<file path="src/rtl/humidity_debounce.sv">
// Humidity sensor input conditioning: two-flop synchronizer, counter-based
// debounce FSM, edge pulses and a saturating count of accepted wet events.
module humidity_debounce #(
  parameter int DEBOUNCE_CYCLES = 50000,
  parameter int CNT_W           = 16,
  parameter int EVT_W           = 8
) (
  input  logic             clk,
  input  logic             reset,
  input  logic             sensor_raw,
  input  logic             evt_clr,
  output logic             sensor_clean,
  output logic             rise_pulse,
  output logic             fall_pulse,
  output logic [EVT_W-1:0] evt_count
);

  typedef enum logic [1:0] {
    STABLE_LOW  = 2'd0,
    WAIT_HIGH   = 2'd1,
    STABLE_HIGH = 2'd2,
    WAIT_LOW    = 2'd3
  } state_t;

  // Last count value before a candidate level is accepted.
  localparam logic [CNT_W-1:0] CNT_LAST = CNT_W'(DEBOUNCE_CYCLES - 1);
  localparam logic [CNT_W-1:0] CNT_ZERO = {CNT_W{1'b0}};
  localparam logic [CNT_W-1:0] CNT_ONE  = {{(CNT_W-1){1'b0}}, 1'b1};
  localparam logic [EVT_W-1:0] EVT_ZERO = {EVT_W{1'b0}};
  localparam logic [EVT_W-1:0] EVT_ONE  = {{(EVT_W-1){1'b0}}, 1'b1};
  localparam logic [EVT_W-1:0] EVT_MAX  = {EVT_W{1'b1}};

  logic             s1_r;
  logic             s2_r;
  state_t           state_r;
  state_t           state_nxt_s;
  logic [CNT_W-1:0] cnt_r;
  logic [CNT_W-1:0] cnt_nxt_s;
  logic             clean_r;
  logic             clean_nxt_s;
  logic             rise_r;
  logic             rise_nxt_s;
  logic             fall_r;
  logic             fall_nxt_s;
  logic [EVT_W-1:0] evt_r;
  logic [EVT_W-1:0] evt_nxt_s;

  // Two-flop synchronizer for the asynchronous sensor bit.
  always_ff @(posedge clk) begin
    if (!reset) begin
      s1_r <= 1'b0;
      s2_r <= 1'b0;
    end else begin
      s1_r <= sensor_raw;
      s2_r <= s1_r;
    end
  end

  // Debounce next state: a WAIT state commits only after an unbroken run of
  // equal samples; any reversal drops straight back to the stable state.
  always_comb begin
    state_nxt_s = state_r;
    cnt_nxt_s   = cnt_r;
    clean_nxt_s = clean_r;
    rise_nxt_s  = 1'b0;
    fall_nxt_s  = 1'b0;
    case (state_r)
      STABLE_LOW: begin
        if (s2_r) begin
          state_nxt_s = WAIT_HIGH;
          cnt_nxt_s   = CNT_ONE;
        end else begin
          cnt_nxt_s   = CNT_ZERO;
        end
      end
      WAIT_HIGH: begin
        if (!s2_r) begin
          state_nxt_s = STABLE_LOW;
          cnt_nxt_s   = CNT_ZERO;
        end else if (cnt_r == CNT_LAST) begin
          state_nxt_s = STABLE_HIGH;
          clean_nxt_s = 1'b1;
          rise_nxt_s  = 1'b1;
          cnt_nxt_s   = CNT_ZERO;
        end else begin
          cnt_nxt_s   = cnt_r + CNT_ONE;
        end
      end
      STABLE_HIGH: begin
        if (!s2_r) begin
          state_nxt_s = WAIT_LOW;
          cnt_nxt_s   = CNT_ONE;
        end else begin
          cnt_nxt_s   = CNT_ZERO;
        end
      end
      WAIT_LOW: begin
        if (s2_r) begin
          state_nxt_s = STABLE_HIGH;
          cnt_nxt_s   = CNT_ZERO;
        end else if (cnt_r == CNT_LAST) begin
          state_nxt_s = STABLE_LOW;
          clean_nxt_s = 1'b0;
          fall_nxt_s  = 1'b1;
          cnt_nxt_s   = CNT_ZERO;
        end else begin
          cnt_nxt_s   = cnt_r + CNT_ONE;
        end
      end
      default: begin
        state_nxt_s = STABLE_LOW;
        cnt_nxt_s   = CNT_ZERO;
        clean_nxt_s = 1'b0;
      end
    endcase
  end

  // Wet-event counter: clear has priority, increment saturates.
  always_comb begin
    if (evt_clr) begin
      evt_nxt_s = EVT_ZERO;
    end else if (rise_r && (evt_r != EVT_MAX)) begin
      evt_nxt_s = evt_r + EVT_ONE;
    end else begin
      evt_nxt_s = evt_r;
    end
  end

  // State, counter and registered outputs.
  always_ff @(posedge clk) begin
    if (!reset) begin
      state_r <= STABLE_LOW;
      cnt_r   <= CNT_ZERO;
      clean_r <= 1'b0;
      rise_r  <= 1'b0;
      fall_r  <= 1'b0;
      evt_r   <= EVT_ZERO;
    end else begin
      state_r <= state_nxt_s;
      cnt_r   <= cnt_nxt_s;
      clean_r <= clean_nxt_s;
      rise_r  <= rise_nxt_s;
      fall_r  <= fall_nxt_s;
      evt_r   <= evt_nxt_s;
    end
  end

  assign sensor_clean = clean_r;
  assign rise_pulse   = rise_r;
  assign fall_pulse   = fall_r;
  assign evt_count    = evt_r;

endmodule

</file>
<file path="config.mk">
export PLATFORM = sky130hd
export DESIGN_NAME = humidity_debounce
export DESIGN_NICKNAME = d
export VERILOG_FILES = /design/src/rtl/humidity_debounce.sv
export SDC_FILE = /design/constraint.sdc
export NUM_CORES = 1
export LEC_CHECK = 0
export CORE_ASPECT_RATIO = 2
export CORE_UTILIZATION = 52
export CTS_BUF_LIST = sky130_fd_sc_hd__clkbuf_2 sky130_fd_sc_hd__clkbuf_4 sky130_fd_sc_hd__clkbuf_8
export DETAILED_ROUTE_END_ITERATION = 8
export GPL_TIMING_DRIVEN = 0
export PLACE_DENSITY = 0.77
export SYNTH_ARGS = -nofsm -noshare
export SYNTH_HDL_FRONTEND = slang
export SYNTH_SLANG_ARGS = --single-unit
</file>
<file path="constraint.sdc">
create_clock -name clk -period 1.3 [get_ports clk]
set_input_delay 0.26 -clock clk [delete_from_list [all_inputs] [get_ports clk]]
set_output_delay 0.26 -clock clk [all_outputs]
set_load 0.1 [all_outputs]
</file>
==> impl_metrics.prom <==
# TYPE chip_impl_metric gauge
chip_impl_metric{name="cp_num_buf_inv",unit=""} 1
chip_impl_info{name="tritoncts",value="yes"} 1
chip_impl_info{name="crit_type",value="reg2reg"} 1
chip_impl_metric{name="fin_ws",unit="ns"} -0.124
chip_impl_metric{name="finClkSkew",unit="ns"} 0.00682
chip_impl_metric{name="ios",unit=""} 15
chip_impl_metric{name="detailedRoute.firstPassIterationCount",unit=""} 4
chip_impl_metric{name="die_area",unit="sq mm"} 0.00286
chip_impl_metric{name="globalRouteMet3Util",unit="%"} 7.08
chip_impl_info{name="outcome",value="finished, violations left"} 1
chip_impl_info{name="critPathSlowestCell",value="sky130_fd_sc_hd__dfxtp_4"} 1
chip_impl_metric{name="synthesis.instances",unit=""} 149
chip_impl_info{name="start_kind",value="flop"} 1
chip_impl_info{name="crit_family",value="simple AND/OR/NAND/NOR gates"} 1
chip_impl_metric{name="synth_warnings",unit=""} 0
chip_impl_metric{name="fin_crit_sh",unit="%"} 110
chip_impl_metric{name="maximum_number_of_pins_on_one_net_before_global_route_repair",unit=""} 10
chip_impl_metric{name="global_route.usage.met1",unit="%"} 22.2
chip_impl_metric{name="worstMarginPinSlew",unit="ns"} 0.481
chip_impl_metric{name="grt_pass1_vias",unit=""} 1189
chip_impl_metric{name="worst_ir_drop_vdd",unit="V"} 0.000824
chip_impl_metric{name="drive_above_1_share",unit="%"} 42.7
chip_impl_metric{name="clock.fmax",unit="MHz"} 702
chip_impl_metric{name="post_route_drc_violation_count",unit=""} 0
chip_impl_metric{name="floorplan.core_area",unit="sq mm"} 0.00254
chip_impl_metric{name="count_of_standard_cell_rows",unit=""} 26
chip_impl_metric{name="fillCellCount",unit=""} 192
chip_impl_metric{name="cts.htree.levels",unit=""} 2
chip_impl_metric{name="placer_congestion",unit=""} 0.807
chip_impl_info{name="timing.hold.worst.class",value="reg2reg"} 1
chip_impl_metric{name="place_hpwl",unit="mm"} 2.07
chip_impl_metric{name="num_antenna_cells",unit=""} 0
chip_impl_metric{name="setup_viol",unit=""} 21
chip_impl_metric{name="vias",unit=""} 1217
chip_impl_info{name="end_kind",value="flop"} 1
chip_impl_metric{name="initial_core_util",unit="%"} 54.1
chip_impl_metric{name="grtUsageTotal",unit="%"} 26.3
chip_impl_metric{name="worst_skew_pair.late_latency",unit="ns"} 0.29
chip_impl_metric{name="number_of_buffers_added_by_the_clock_tree_synthesis_step",unit=""} 5
chip_impl_metric{name="grt_first_pass_wirelength",unit="mm"} 5.15
chip_impl_metric{name="detailed_place.area",unit="sq mm"} 0.00162
chip_impl_metric{name="worst_case_headroom_to_the_max_slew_limit",unit="%"} 68.1
chip_impl_metric{name="finalWorstPathRequiredPeriod",unit="ns"} 1.42
chip_impl_metric{name="syn_area",unit="sq mm"} 0.00137
chip_impl_metric{name="finalMaxSlewViolations",unit=""} 0
chip_impl_metric{name="wirelength",unit="mm"} 3.28
chip_impl_info{name="critical_path.cell_chain",value="nor4b_4 > nand4_1 > nand4_4 > buf_6 > nor2_1"} 1
chip_impl_metric{name="critPathArrivalTime",unit="ns"} 1.61
chip_impl_info{name="clockRootBuffer",value="sky130_fd_sc_hd__clkbuf_8"} 1
chip_impl_metric{name="die_width",unit="microns"} 38.3
chip_impl_metric{name="grt_use_met2",unit="%"} 51.2
chip_impl_info{name="globalRoute.busiestLayer",value="met2"} 1
chip_impl_metric{name="gr-total-overflow",unit=""} 0
chip_impl_metric{name="seq_cells_post_synth",unit=""} 31
chip_impl_info{name="grt_setup_unrepaired",value="yes"} 1
chip_impl_metric{name="post_drt_wl_per_cell",unit="microns"} 15.4
chip_impl_metric{name="timing.critical_path.fanout_max",unit=""} 5
chip_impl_metric{name="die-height",unit="microns"} 74.7
chip_impl_metric{name="setup_total_negative_slack",unit="ns"} -2.12
chip_impl_metric{name="layout.nets",unit=""} 190
chip_impl_metric{name="multi_input_combinational_cell_area",unit="sq um"} 856
chip_impl_metric{name="max_cap_viol_count",unit=""} 0
chip_impl_metric{name="cts_num_sinks",unit=""} 31
chip_impl_metric{name="drtAntennaViolNets",unit=""} 0
chip_impl_metric{name="synth_cell_types",unit=""} 34
chip_impl_metric{name="antenna_violations_before_repair",unit=""} 0
chip_impl_metric{name="drt_iter0_drc",unit=""} 20
chip_impl_metric{name="power.static_leakage",unit="nW"} 0.658
chip_impl_info{name="failed_checks",value="setup timing"} 1
chip_impl_metric{name="layout.area.seq",unit="sq um"} 674
chip_impl_metric{name="viasPerCell",unit=""} 5.71
chip_impl_metric{name="synth_fp_nets",unit=""} 155
chip_impl_metric{name="clockBufferDepth",unit=""} 2
chip_impl_metric{name="port-buffer-count",unit=""} 14
chip_impl_metric{name="postCtsHoldBufs",unit=""} 0
chip_impl_metric{name="finalInstanceArea",unit="sq mm"} 0.00191
chip_impl_metric{name="post_cts_clock_slew_at_the_launch_and_capture_registers_of_the_worst_setup_and_hold_paths",unit="ns"} 0.06
chip_impl_metric{name="syn_to_final_growth",unit="%"} 39.5
chip_impl_metric{name="worstPathRequired",unit="ns"} 1.48
chip_impl_metric{name="synth_area_per_cell",unit="sq um"} 9.21
chip_impl_metric{name="cellPowerDensity",unit="mW/mm^2"} 918
chip_impl_metric{name="hold_viol_final",unit=""} 0
chip_impl_metric{name="critical_path.max_stage_delay",unit="ns"} 0.37
chip_impl_metric{name="utilization",unit="%"} 75.4
chip_impl_metric{name="synth_seq_area_share",unit="%"} 45.2
area by class of cell:
cell class / count / share of cell area (%)
multi-input combinational: 111 / 44.7
sequential: 31 / 35.2
timing repair buffer: 28 / 11.8
clock buffer: 7 / 4.38
tap: 28 / 1.83
inverter: 5 / 0.980
buffer: 2 / 0.784
clock inverter: 1 / 0.261
kinds of logic (layout without fill, tap and decap cells):
group | Yosys count | after routing | share of synthesized area, %
buffers and inverters | 7 | 43 | 2.19
XOR/XNOR | 18 | 18 | 11.5
adder cells (fa/ha/maj) | 2 | 2 | 1.82
flip-flops | 31 | 31 | 45.2
AND/OR/NAND/NOR | 79 | 79 | 32.8
multiplexers | 4 | 4 | 2.92
AO/OA/AOI/OAI | 8 | 8 | 3.55
metal layers:
| metal | part of all wire (%) | routed length [microns] | up-vias |
|---|---|---|---|
| li1 | - | - | 591 |
| met5 | 0 | 0 | - |
| met4 | 2.6 | 85 | 0 |
| met3 | 2.7 | 88 | 9 |
| met1 | 33 | 1070 | 596 |
| met2 | 62 | 2040 | 21 |
flip-flops by register name, indices dropped and copies added, names as in the netlist, named ones only:
signal        count
cnt_r            16
s2_r              1
fall_pulse        1
state_r           1
sensor_clean      1
evt_count         8
s1_r              1
rise_pulse        1
repair_timing:
| item | CTS | global route |
|---|---|---|
| pin swaps | 18 | 15 |
| hold endpoints to repair | 0 | 0 |
| gates cloned | 1 | 0 |
| setup buffers | 11 | 2 |
| setup endpoints to repair | 35 | 26 |
| resized for setup | 83 | 15 |
worst register-to-register path: stages, from the launching register on:
cell and delay [ns]:
sky130_fd_sc_hd__dfxtp_4 0.37, sky130_fd_sc_hd__nor4b_4 0.34, sky130_fd_sc_hd__nand4_1 0.24, sky130_fd_sc_hd__nand4_4 0.16, sky130_fd_sc_hd__buf_6 0.15, sky130_fd_sc_hd__nor2_1 0.05
cells in the final DEF (no fill, tap or decap), drive strengths merged, types with 2 or more instances in the layout:
| cell type | synthesis | final |
|---|---|---|
| and2 | 2 | 2 |
| nand2b | 2 | 2 |
| or2 | 2 | 2 |
| clkbuf | 0 | 7 |
| o21ai | 2 | 2 |
| nor3 | 7 | 7 |
| buf | 2 | 27 |
| xor2 | 7 | 7 |
| nor2 | 28 | 28 |
| mux2i | 4 | 4 |
| a21oi | 2 | 2 |
| nand4 | 12 | 12 |
| clkdlybuf4s50 | 0 | 3 |
| dfxtp | 31 | 31 |
| o211ai | 2 | 2 |
| and4bb | 2 | 2 |
| xnor2 | 11 | 11 |
| nand2 | 10 | 10 |
| nand3 | 3 | 3 |
| and3 | 3 | 3 |
| and4 | 2 | 2 |
| inv | 5 | 5 |
| ha | 2 | 2 |
| nor4 | 4 | 4 |
final timing paths:
kind / start / to / slack [ns] / cells after the start
setup reg to reg: cnt_r[7]$_SDFF_PN0_ / cnt_r[8]$_SDFF_PN0_ / -0.12 / 5
setup / recovery: cnt_r[7]$_SDFF_PN0_ / cnt_r[8]$_SDFF_PN0_ / -0.12 / 5
hold / removal: s1_r$_SDFF_PN0_ / s2_r$_SDFF_PN0_ / 0.44 / 1
hold reg to reg: s1_r$_SDFF_PN0_ / s2_r$_SDFF_PN0_ / 0.44 / 1
Yosys cell counts, drive strengths merged:
cell type / instances / share of area [%]
a21oi: 2 / 0.73
inv: 5 / 1.4
buf: 2 / 0.82
nand2b: 2 / 0.91
a31oi: 1 / 0.46
xor2: 7 / 4.5
nor3: 7 / 2.9
o211ai: 2 / 1.1
mux2i: 4 / 2.9
nand4: 12 / 6.4
nand3: 3 / 2.0
ha: 2 / 1.8
a211oi: 1 / 0.55
or2: 2 / 0.91
dfxtp: 31 / 45
nor2: 28 / 8.2
o21ai: 2 / 0.73
and2: 2 / 0.91
and4bb: 2 / 1.8
nand2: 10 / 2.7
nor4: 4 / 1.8
and3: 3 / 1.4
nor2b: 1 / 0.46
and4: 2 / 1.3
xnor2: 11 / 7.0
nor4b: 1 / 1.1
power breakdown:
part	internal [mW]	leakage (nW)	switching (mW)
Clock	0.416	0.0491	0.342
Combinational	0.0221	0.346	0.0396
Sequential	0.932	0.263	0.00623
Total	1.37	0.658	0.388
stage by stage:
stage	power, mW	hold WS, ns	setup slack [ns]	cells
after floorplan	1.00	0.382	-0.174	149
final	1.76	0.435	-0.124	213
after global placement	1.02	0.416	-0.443	191
after detailed placement	1.02	0.423	-0.445	191
after global routing	1.82	0.474	-0.148	213
after CTS	1.77	0.438	-0.0633	211
Power figures use the tool's default switching activity.
